==> src/rtl/box_projection_scheduler_pkg.sv <==
// Shared helpers for the box-projection scheduler:
// default sizing, clog2 and {id, tag} field layout.
package box_projection_scheduler_pkg;

    localparam int DEF_NUM_REQ     = 4;
    localparam int DEF_TAG_WIDTH   = 32;
    localparam int DEF_BLOCKLENGTH = 1;
    localparam int DEF_DATA_WIDTH  = 8;
    localparam int DEF_MAX_OUTST   = 3;

    // Ceiling log2; clog2(1) = 0.
    function automatic int clog2(input int n);
        int r;
        r = 0;
        for (int v = 1; v < n; v = v * 2) begin
            r = r + 1;
        end
        return r;
    endfunction

    // The user tag sits in the LSBs; the requester ID sits above it.
    function automatic int id_lsb(input int tag_width);
        return tag_width;
    endfunction

endpackage

==> src/rtl/box_projection_scheduler_arbiter.sv <==
// Combinational round-robin arbiter: first requester at or
// after the pointer wins; the pointer itself lives in the parent.
module box_projection_scheduler_arbiter #(
    parameter int NUM_REQ  = 4,
    parameter int ID_WIDTH = 2
) (
    input  logic [NUM_REQ-1:0]  req_i,
    input  logic [ID_WIDTH-1:0] ptr_i,
    output logic [NUM_REQ-1:0]  gnt_oh_o,
    output logic [ID_WIDTH-1:0] gnt_id_o,
    output logic                gnt_valid_o
);

    logic [NUM_REQ-1:0] rot;
    logic [ID_WIDTH:0]  sum;

    // Rotate requests so bit 0 is the pointer, pick lowest set bit.
    always_comb begin
        rot         = NUM_REQ'({req_i, req_i} >> ptr_i);
        sum         = '0;
        gnt_valid_o = 1'b0;
        for (int k = NUM_REQ - 1; k >= 0; k--) begin
            if (rot[k]) begin
                sum         = {1'b0, ptr_i} + (ID_WIDTH+1)'(k);
                gnt_valid_o = 1'b1;
            end
        end
        if (sum >= (ID_WIDTH+1)'(NUM_REQ)) begin
            sum = sum - (ID_WIDTH+1)'(NUM_REQ);
        end
        gnt_id_o = sum[ID_WIDTH-1:0];
        gnt_oh_o = gnt_valid_o ? (NUM_REQ'(1) << gnt_id_o) : '0;
    end

endmodule

==> src/rtl/box_projection_scheduler.sv <==
// Shares one box projection unit among NUM_REQ requesters:
// round-robin issue with ID-tagging, bounded in-flight, routed results.
module box_projection_scheduler
    import box_projection_scheduler_pkg::*;
#(
    parameter int NUM_REQ         = DEF_NUM_REQ,
    parameter int ID_WIDTH        = clog2(NUM_REQ),
    parameter int TAG_WIDTH       = DEF_TAG_WIDTH,
    parameter int BLOCKLENGTH     = DEF_BLOCKLENGTH,
    parameter int DATA_WIDTH      = DEF_DATA_WIDTH,
    parameter int MAX_OUTSTANDING = DEF_MAX_OUTST
) (
    input  logic                                    clk,
    input  logic                                    reset,
    input  logic [NUM_REQ-1:0]                      req_valid,
    output logic [NUM_REQ-1:0]                      req_ready,
    input  logic [NUM_REQ*TAG_WIDTH-1:0]            req_tag,
    input  logic [NUM_REQ*DATA_WIDTH*BLOCKLENGTH-1:0] req_data,
    output logic                                    pu_valid,
    input  logic                                    pu_busy,
    output logic [TAG_WIDTH+ID_WIDTH-1:0]           pu_tag,
    output logic [DATA_WIDTH*BLOCKLENGTH-1:0]       pu_data,
    output logic                                    pu_ready,
    input  logic                                    pu_valid_out,
    input  logic [TAG_WIDTH+ID_WIDTH-1:0]           pu_tag_out,
    input  logic [DATA_WIDTH*BLOCKLENGTH-1:0]       pu_data_out,
    output logic [NUM_REQ-1:0]                      rsp_valid,
    input  logic [NUM_REQ-1:0]                      rsp_ready,
    output logic [TAG_WIDTH-1:0]                    rsp_tag,
    output logic [DATA_WIDTH*BLOCKLENGTH-1:0]       rsp_data
);

    localparam int TW     = TAG_WIDTH + ID_WIDTH;
    localparam int VW     = DATA_WIDTH * BLOCKLENGTH;
    localparam int CW     = clog2(MAX_OUTSTANDING + 1);
    localparam int ID_LSB = id_lsb(TAG_WIDTH);

    logic                iss_vld_q, iss_vld_d;
    logic [TW-1:0]       iss_tag_q, iss_tag_d;
    logic [VW-1:0]       iss_dat_q, iss_dat_d;
    logic                rsp_vld_q, rsp_vld_d;
    logic [ID_WIDTH-1:0] rsp_id_q, rsp_id_d;
    logic [TAG_WIDTH-1:0] rsp_tag_q, rsp_tag_d;
    logic [VW-1:0]       rsp_dat_q, rsp_dat_d;
    logic [ID_WIDTH-1:0] ptr_q, ptr_d;
    logic [CW-1:0]       cnt_q, cnt_d;

    logic [NUM_REQ-1:0]  gnt_oh;
    logic [ID_WIDTH-1:0] gnt_id;
    logic                gnt_v;
    logic                pu_xfer;
    logic                slot_free;
    logic                can_acc;
    logic                accept;
    logic                handoff;
    logic                rsp_load;

    box_projection_scheduler_arbiter #(
        .NUM_REQ  (NUM_REQ),
        .ID_WIDTH (ID_WIDTH)
    ) u_arb (
        .req_i       (req_valid),
        .ptr_i       (ptr_q),
        .gnt_oh_o    (gnt_oh),
        .gnt_id_o    (gnt_id),
        .gnt_valid_o (gnt_v)
    );

    // Handshake decode for issue, acceptance and result paths.
    always_comb begin
        pu_xfer   = iss_vld_q & ~pu_busy;
        slot_free = ~iss_vld_q | pu_xfer;
        can_acc   = slot_free & ~reset &
                    (cnt_q < CW'(MAX_OUTSTANDING));
        req_ready = can_acc ? gnt_oh : '0;
        accept    = can_acc & gnt_v;
        handoff   = rsp_vld_q & rsp_ready[rsp_id_q];
        pu_ready  = ~rsp_vld_q | handoff;
        rsp_load  = pu_valid_out & pu_ready;
        pu_valid  = iss_vld_q;
        pu_tag    = iss_vld_q ? iss_tag_q : '0;
        pu_data   = iss_vld_q ? iss_dat_q : '0;
        rsp_valid = rsp_vld_q ? (NUM_REQ'(1) << rsp_id_q) : '0;
        rsp_tag   = rsp_vld_q ? rsp_tag_q : '0;
        rsp_data  = rsp_vld_q ? rsp_dat_q : '0;
    end

    // Next-state for issue/response registers, pointer and counter.
    always_comb begin
        iss_vld_d = iss_vld_q;
        iss_tag_d = iss_tag_q;
        iss_dat_d = iss_dat_q;
        rsp_vld_d = rsp_vld_q;
        rsp_id_d  = rsp_id_q;
        rsp_tag_d = rsp_tag_q;
        rsp_dat_d = rsp_dat_q;
        ptr_d     = ptr_q;
        cnt_d     = cnt_q;
        if (pu_xfer) begin
            iss_vld_d = 1'b0;
        end
        if (accept) begin
            iss_vld_d = 1'b1;
            iss_tag_d = {gnt_id,
                         req_tag[gnt_id*TAG_WIDTH +: TAG_WIDTH]};
            iss_dat_d = req_data[gnt_id*VW +: VW];
            if (gnt_id == ID_WIDTH'(NUM_REQ - 1)) begin
                ptr_d = '0;
            end else begin
                ptr_d = gnt_id + ID_WIDTH'(1);
            end
        end
        if (handoff) begin
            rsp_vld_d = 1'b0;
        end
        if (rsp_load) begin
            rsp_vld_d = 1'b1;
            rsp_id_d  = pu_tag_out[ID_LSB +: ID_WIDTH];
            rsp_tag_d = pu_tag_out[TAG_WIDTH-1:0];
            rsp_dat_d = pu_data_out;
        end
        if (accept && !handoff) begin
            cnt_d = cnt_q + CW'(1);
        end else if (!accept && handoff) begin
            cnt_d = cnt_q - CW'(1);
        end
    end

    // State registers; reset discards everything in flight.
    always_ff @(posedge clk or posedge reset) begin
        if (reset) begin
            iss_vld_q <= 1'b0;
            iss_tag_q <= '0;
            iss_dat_q <= '0;
            rsp_vld_q <= 1'b0;
            rsp_id_q  <= '0;
            rsp_tag_q <= '0;
            rsp_dat_q <= '0;
            ptr_q     <= '0;
            cnt_q     <= '0;
        end else begin
            iss_vld_q <= iss_vld_d;
            iss_tag_q <= iss_tag_d;
            iss_dat_q <= iss_dat_d;
            rsp_vld_q <= rsp_vld_d;
            rsp_id_q  <= rsp_id_d;
            rsp_tag_q <= rsp_tag_d;
            rsp_dat_q <= rsp_dat_d;
            ptr_q     <= ptr_d;
            cnt_q     <= cnt_d;
        end
    end

endmodule

==> config.mk <==
export PLATFORM = sky130hd
export DESIGN_NAME = box_projection_scheduler
export DESIGN_NICKNAME = d
export VERILOG_FILES = /design/src/rtl/box_projection_scheduler_pkg.sv /design/src/rtl/box_projection_scheduler_arbiter.sv /design/src/rtl/box_projection_scheduler.sv
export SDC_FILE = /design/constraint.sdc
export NUM_CORES = 1
export LEC_CHECK = 0
export BUFFER_PORTS_ARGS = -buffer_cell sky130_fd_sc_hd__buf_2
export CAP_MARGIN = 20
export CORE_AREA = 2 2 118 120
export CTS_CLUSTER_DIAMETER = 60
export CTS_CLUSTER_SIZE = 14
export DETAILED_ROUTE_END_ITERATION = 10
export DIE_AREA = 0 0 120 122
export HOLD_SLACK_MARGIN = 0.06
export PLACE_DENSITY_LB_ADDON = 0.12
export SYNTH_ARGS = -nofsm -noshare
export SYNTH_HDL_FRONTEND = slang
export SYNTH_SLANG_ARGS = --single-unit
==> constraint.sdc <==
create_clock -name clk -period 3.8 [get_ports clk]
set_clock_uncertainty 0.1 [all_clocks]
set_input_delay 0.38 -clock clk [delete_from_list [all_inputs] [get_ports clk]]
set_output_delay 0.38 -clock clk [all_outputs]
set_load 0.02 [all_outputs]
==> summary.txt, run 1 <==
Clock network
  – Clk_lat worst skew: 0.33 ns
  – Clock-pin slew on the worst setup and hold paths: 0.06 ns
  – CTS Hold Bufs: 0
  – Clock root cell: clkbuf_16
  – CTS sink cnt: 90
  – CTS tree: done
  – CTS Buf Count: 9
  – Htree depth: 3
  – Worst-case clock buffer depth: 2
  – Post CTS Setup Buffer Count: 0
  – Resize count post-CTS: 0

STA
  – Min Tclk post-route: 3.04 ns
  – RSZ-0062 raised after global routing: no
  – Period utilization: 80.0%
  – Sum Neg Setup Slack: 0 ns
  – Final WS setup: 0.759 ns
  – Final-report setup violation count: 0
  – Hold Vio Cnt, Final: 0
  – Max-slew headroom: 33.8%
  – Fmax: 329 MHz
  – Worst slew pin tran: 0.989 ns
  – Slew Viols, Final: 0

Placement
  – IO buf count: 305
  – Placer Congestion: 0.784
  – Setup slack at placement: 0.936 ns
  – Hpwl dp: 11.2 mm

Cells and area
  – Area taken by multi-input logic gates: 0.00265 mm^2
  – Filler cell count: 1297
  – Layout cells sized above 1: 40.8%
  – Nets: 1052
  – Register Area: 0.00225 mm^2
  – Layout area overhead: 37.1%

Worst setup path
  – Most used cell, CP: buf_4
  – Worst flop-to-flop path endpoint: rsp_tag_q[25]
  – Crit path launch type: register
  – Crit-path cells: a221oi_2, o41ai_4, buf_4, inv_2, o21ai_4, buf_4, nor2_1, buf_2
  – WP data required: 3.32 ns
  – Critical path arrival: 2.56 ns
  – Slowest cell on the critical path: dfrtp_1
  – Critical setup path kind: register to output pin
  – Setup slack, reg-to-reg: 1.22 ns
  – Setup crit end kind: output pin
  – Worst Path Max Fanout: 43
  – CP Launch Point: cnt_q[0]
  – R2R cell count: 4
  – Worst path max stage delay: 0.42 ns
  – R2R Path Start: rsp_id_q[0]

Yosys
  – Synth unique cells: 37
  – Dominant cell type by area after synthesis: dfrtp_1
  – FFs w/ async S/R, synth: 100%
  – Primary FF master, synth: dfrtp_1
  – Yosys Warn Count: 0
  – Top-count cell post-synth: nand2_1
  – Syn Std Cell Area: 0.00512 mm^2
  – Register area share after synthesis: 43.9%
  – EDFF count, synth: 0
  – Synth top area share: 43.9%
  – Syn_area_per_cell: 9.28 um^2
  – Cell count after synthesis: 552
  – Syn_nets: 768
  – Synth top area cells: dfrtp_1 (44%), mux2_1 (12%), nand2_1 (12%)
  – FF+latch count, synth: 90
  – Top cells by count, synth: nand2_1 (161), dfrtp_1 (90), and2_1 (83), mux2_1 (55)

Route
  – DRT Pass-1 Iters: 4
  – Via count: 5033
  – Post-route ant nets: 0
  – Vias per cell: 4.93
  – Remaining routing DRC violations: 0
  – Iteration-0 DRC Markers: 275
  – Wirelength, routed: 15.1 mm
  – Routed length per instance: 14.8 um

Power and ir drop
  – Power Density: 715 mW/mm^2
  – Combinational fraction of design power: 51.6%
  – Peak supply drop: 0.348 mV
  – Sw Ratio: 42.1%
  – Pwr Total: 5.02 mW
  – Switching power: 2.11 mW
  – Int Power: 2.91 mW
  – Sequential share of power: 32.1%
  – Clock network power share: 16.2%
  – Leakage power: 3.68 nW

Global routing
  – Vias in the first global route: 4780
  – GRT Residual Overflow: 0
  – Pin count of the biggest net entering global routing: 83
  – GRT Total Usage: 19.8%
  – First-pass GRT wire length: 23.1 mm
  – Initial antenna violation count: 1

Floorplan
  – I/O Pins: 306
  – Row count: 43
  – Initial Util: 38.0%
  – Die W: 120 um
  – Die Area: 0.0146 mm^2
  – Die Y-Extent: 122 um
  – Core area: 0.0135 mm^2

Outcome
  – Status: complete, no violations

Min path
  – Hold Path Class: input port to async pin

Run
  – Max-cap check violation count: 0
[layout by cell type (no fill, tap or decap), drive strengths merged, types with 2 or more instances in the layout]
master	synthesis	layout
ha	2	2
a31oi	16	16
mux2	58	58
buf	23	314
nor2	6	6
dfrtp	90	90
inv	5	5
o21a	2	2
clkbuf	18	10
nand2b	2	2
xor2	2	2
o22ai	17	17
a21boi	2	2
o21ai	2	2
clkinv	0	4
a21oi	24	24
a221o	24	24
and3b	2	2
and2	83	83
nand2	162	162
[metal layers]
metal	vias to the layer above	track usage, %	wire length, um
met5	-	0	0
met4	0	6.40	243
met3	18	4.40	1030
met2	199	35.3	7650
met1	2366	23.7	6150
li1	2450	-	-
[kinds of logic (layout without fill, tap and decap cells)]
family                   Yosys count  in the layout  synth area share [%]
AND/OR/NAND/NOR                  260            260                  23.7
AO/OA/AOI/OAI                     91             91                  13.2
flip-flops                        90             90                  43.9
multiplexers                      60             60                  13.4
buffers and inverters             46            334                  4.76
XOR/XNOR                           3              3                 0.513
adder cells (fa/ha/maj)            2              2                 0.488
other                              0              1                     0
[power by group through the flow]
| stage | Clock [mW] | Sequential, mW | Combinational (mW) |
|---|---|---|---|
| finish | 0.814 | 1.61 | 2.59 |
| CTS | 0.837 | 1.62 | 2.63 |
| global placement | 0 | 1.60 | 2.60 |
| floorplan | 0 | 1.56 | 1.89 |
| detailed placement | 0 | 1.63 | 2.63 |
| global route | 0.884 | 1.67 | 2.84 |
[sequential cells by signal (all words and copies together) (netlist names)]
| signal | cells |
|---|---|
| ptr_q | 2 |
| pu_valid | 1 |
| iss_tag_q | 34 |
| iss_dat_q | 8 |
| rsp_vld_q | 1 |
| cnt_q | 2 |
| rsp_id_q | 2 |
| rsp_tag_q | 32 |
| rsp_dat_q | 8 |
[stage by stage]
step / instance area (um^2) / utilization, % / hold WS [ns] / cells
floorplan: 5120 / - / 0.348 / 552
global placement: 6760 / 50.0 / 0.364 / 1005
detailed placement: 6760 / 50.0 / 0.374 / 1005
CTS: 7030 / 52.0 / 0.146 / 1020
global route: 7030 / 52.0 / 0.147 / 1020
finish: 7030 / 52.0 / 0.155 / 1021
[worst max-delay path: cells and delay by family (launching register included)]
family | cells | cell delay, ns
AO/OA/AOI/OAI | 3 | 0.57
AND/OR/NAND/NOR | 1 | 0.14
buffers and inverters | 4 | 1.09
flip-flops | 1 | 0.42
[area by class of cell]
cell class | count | share of cell area, %
diodes | 1 | 0.0356
repair buffers | 314 | 22.9
flip-flops and latches | 90 | 32.0
multi-input cells | 416 | 37.7
well taps | 180 | 3.20
inverters | 5 | 0.303
clock buffers | 10 | 3.40
clock inverters | 5 | 0.445
[worst max-delay path by stage]
| stage | to | depth (start not counted) |
|---|---|---|
| after detailed placement | req_ready[1] | 8 |
| after global placement | req_ready[1] | 8 |
| after global routing | req_ready[1] | 8 |
| final | req_ready[0] | 8 |
| after floorplan | cnt_q[0] | 1 |
| after CTS | req_ready[0] | 8 |
(Power assumes the default switching activity.)
==> run 2, diff against run 1 <==
- clock period: 3.8 -> 3 ns (I/O delays scaled with it)
==> run 2 against run 1 <==
  * Combinational power is 29% higher
  * Cell count is 0.69% higher
  * Wire length is 0.29% lower
  * First-iteration DRC count is 16% lower
  * Critical path depth stayed put
  * Non-clock buffer count is 6 higher
  * Critical endpoint unchanged
==> summary.txt, run 2 (synthesis gave the netlist of run 1 again) <==
Placement
  – Placer Congestion: 0.796 (+1.5%)
  – IO buf count: 305 (unchanged)
  – Placed Cells: 1008 (+0.30%)
  – Hpwl dp: 11.2 mm (-0.49%)

Clock network
  – Worst-case clock buffer depth: 2 (unchanged)
  – Clock root cell: clkbuf_16
  – CTS tree: done
  – Htree depth: 3 (unchanged)
  – CTS Buf Count: 9 (unchanged)
  – CTS sink cnt: 90 (unchanged)
  – Clk_lat worst skew: 0.33 ns (about the same)
  – Clock-pin slew on the worst setup and hold paths: 0.07 ns (about the same)
  – Resize count post-CTS: 0 (unchanged)

Cells and area
  – Reg with most FFs: iss_tag_q
  – Layout area overhead: 39.6%
  – Most common cell after layout, fill and taps aside: buf_2
  – Commonest cells after routing, fill and taps aside: buf_2 (305), nand2_1 (161), dfrtp_1 (90)
  – Number of flip-flops in the largest register: 34 (unchanged)
  – Post-layout util: 53.0% (+0.94 points)
  – Layout cells sized above 1: 41.1% (+0.25 points)
  – Post-route insts no fill: 1028 (+0.69%)
  – Nets: 1058 (+0.57%)
  – Filler cell count: 1294 (-0.23%)
  – Top flop regs: iss_tag_q x34, rsp_tag_q x32

Global routing
  – First-pass GRT wire length: 23.6 mm (+2.0%)
  – Most crowded layer after global routing: met2
  – M3 GR Usage: 4.49% (+0.094 points)
  – Vias in the first global route: 4887 (+2.2%)
  – Initial antenna violation count: 1 (unchanged)
  – Met2 global-route usage: 36.4% (+1.1 points)
  – Routing usage on met1: 24.3% (+0.58 points)
  – GRT Total Usage: 20.3% (+0.45 points)
  – Pin count of the biggest net entering global routing: 55 (-34%)
  – GRT Residual Overflow: 0 (unchanged)

Worst setup path
  – Critical setup path kind: input port to output pin
  – Crit path buffers/inverters: 4 (unchanged)
  – Slowest cell on the critical path: dlygate4sd3_1
  – R2R Path Start: cnt_q[0]
  – R2R cell count: 7 (+3)
  – Setup crit end kind: output pin
  – Most used cell, CP: buf_2
  – CP delay by family, top: buffers and inverters
  – WP data required: 2.60 ns (-0.72 ns)
  – Worst path max stage delay: 0.56 ns (+0.14 ns)
  – Critical path arrival: 2.41 ns (-0.15 ns)
  – Setup slack, reg-to-reg: 0.72 ns (-0.50 ns)
  – CP Launch Point: reset
  – Worst Path Max Fanout: 21 (-51%)
  – Crit path launch type: input port
  – Critical path capture point: req_ready[0]
  – Crit. path cell count: 8 (unchanged)
  – Crit-path cells: dlygate4sd3_1, buf_2, a221oi_2, o41ai_4, inv_2, o21ai_4, nor2_1, buf_2
  – Worst flop-to-flop path endpoint: iss_dat_q[7]

Route
  – DRT Pass-1 Iters: 4 (unchanged)
  – Via count: 5059 (+0.52%)
  – Wirelength, routed: 15.0 mm (-0.29%)
  – Remaining routing DRC violations: 0 (unchanged)
  – Vias per cell: 4.92 (-0.17%)
  – Post-route ant nets: 0 (unchanged)
  – Routed length per instance: 14.6 um (-0.96%)
  – Iteration-0 DRC Markers: 232 (-16%)

STA
  – Max-slew headroom: 57.1% (+23 points)
  – Min Tclk post-route: 2.81 ns
  – Fmax: 355 MHz
  – Worst slew pin tran: 0.641 ns (-0.347 ns)
  – Final-report setup violation count: 0 (unchanged)
  – Slew Viols, Final: 0 (unchanged)
  – Sum Neg Setup Slack: 0 ns (unchanged)
  – Hold Vio Cnt, Final: 0 (unchanged)
  – RSZ-0062 raised after global routing: no
  – Period utilization: 93.8%

Floorplan
  – Die W: 120 um (unchanged)
  – Row count: 43 (unchanged)
  – Die Area: 0.0146 mm^2 (unchanged)
  – I/O Pins: 306 (unchanged)
  – Initial Util: 38.0% (unchanged)
  – Die Y-Extent: 122 um (unchanged)
  – Core area: 0.0135 mm^2 (unchanged)

Min path
  – Hold Path Class: input port to register
  – Hold depth: 2

Run
  – Max-cap check violation count: 0 (unchanged)

Power and ir drop
  – Power Density: 912 mW/mm^2 (+28%)
  – Peak supply drop: 0.300 mV (-14%)
  – Leakage power: 3.74 nW (+1.5%)

Outcome
  – Status: complete, no violations
-- run 2: how the worst min path moves through the flow --
stage,start,end,slack (ns)
floorplan,pu_busy,pu_valid,0.31
global placement,reset,pu_valid,0.29
detailed placement,reset,cnt_q[1],0.30
CTS,pu_tag_out[0],rsp_tag_q[0],0.06
global route,pu_tag_out[15],rsp_tag_q[15],0.06
finish,pu_tag_out[0],rsp_tag_q[0],0.07
-- run 2: metal layers --
layer | vias up | part of all wire (%)
li1 | 2460 | -
met1 | 2382 | 41
met2 | 198 | 51
met3 | 19 | 6.6
met4 | 0 | 1.4
met5 | - | 0
-- run 2: what timing repair did --
| item | 4_1_cts | 5_1_grt |
|---|---|---|
| endpoints found under the hold margin | 37 | 0 |
| buffers inserted | 0 | 0 |
| hold buffers | 2 | 0 |
-- run 2: where the power goes --
part           internal (mW)  switching (mW)
logic                   1.40            1.94
clock network          0.651           0.484
registers               1.76           0.292
-- run 2: final cells by class --
class	instances	area [um^2]	share of cell area, %
Antenna cell	1	2.50	0.0350
Clock buffer	9	225	3.15
Clock inverter	7	76.3	1.07
Inverter	5	21.3	0.297
Multi-Input combinational cell	416	2650	37.0
Sequential cell	90	2250	31.5
Tap cell	180	225	3.15
Timing Repair Buffer	320	1700	23.8
-- run 2: stage by stage --
stage | cell area, um^2 | hold WS [ns] | setup slack, ns | total power, mW
final | 7150 | 0.0714 | 0.186 | 6.52
after global routing | 7150 | 0.0644 | 0.0949 | 7.01
after CTS | 7120 | 0.0621 | 0.0107 | 6.58
after detailed placement | 6800 | 0.298 | 0.522 | 5.42
after global placement | 6800 | 0.288 | 0.537 | 5.36
after floorplan | 5120 | 0.305 | 0.265 | 4.38
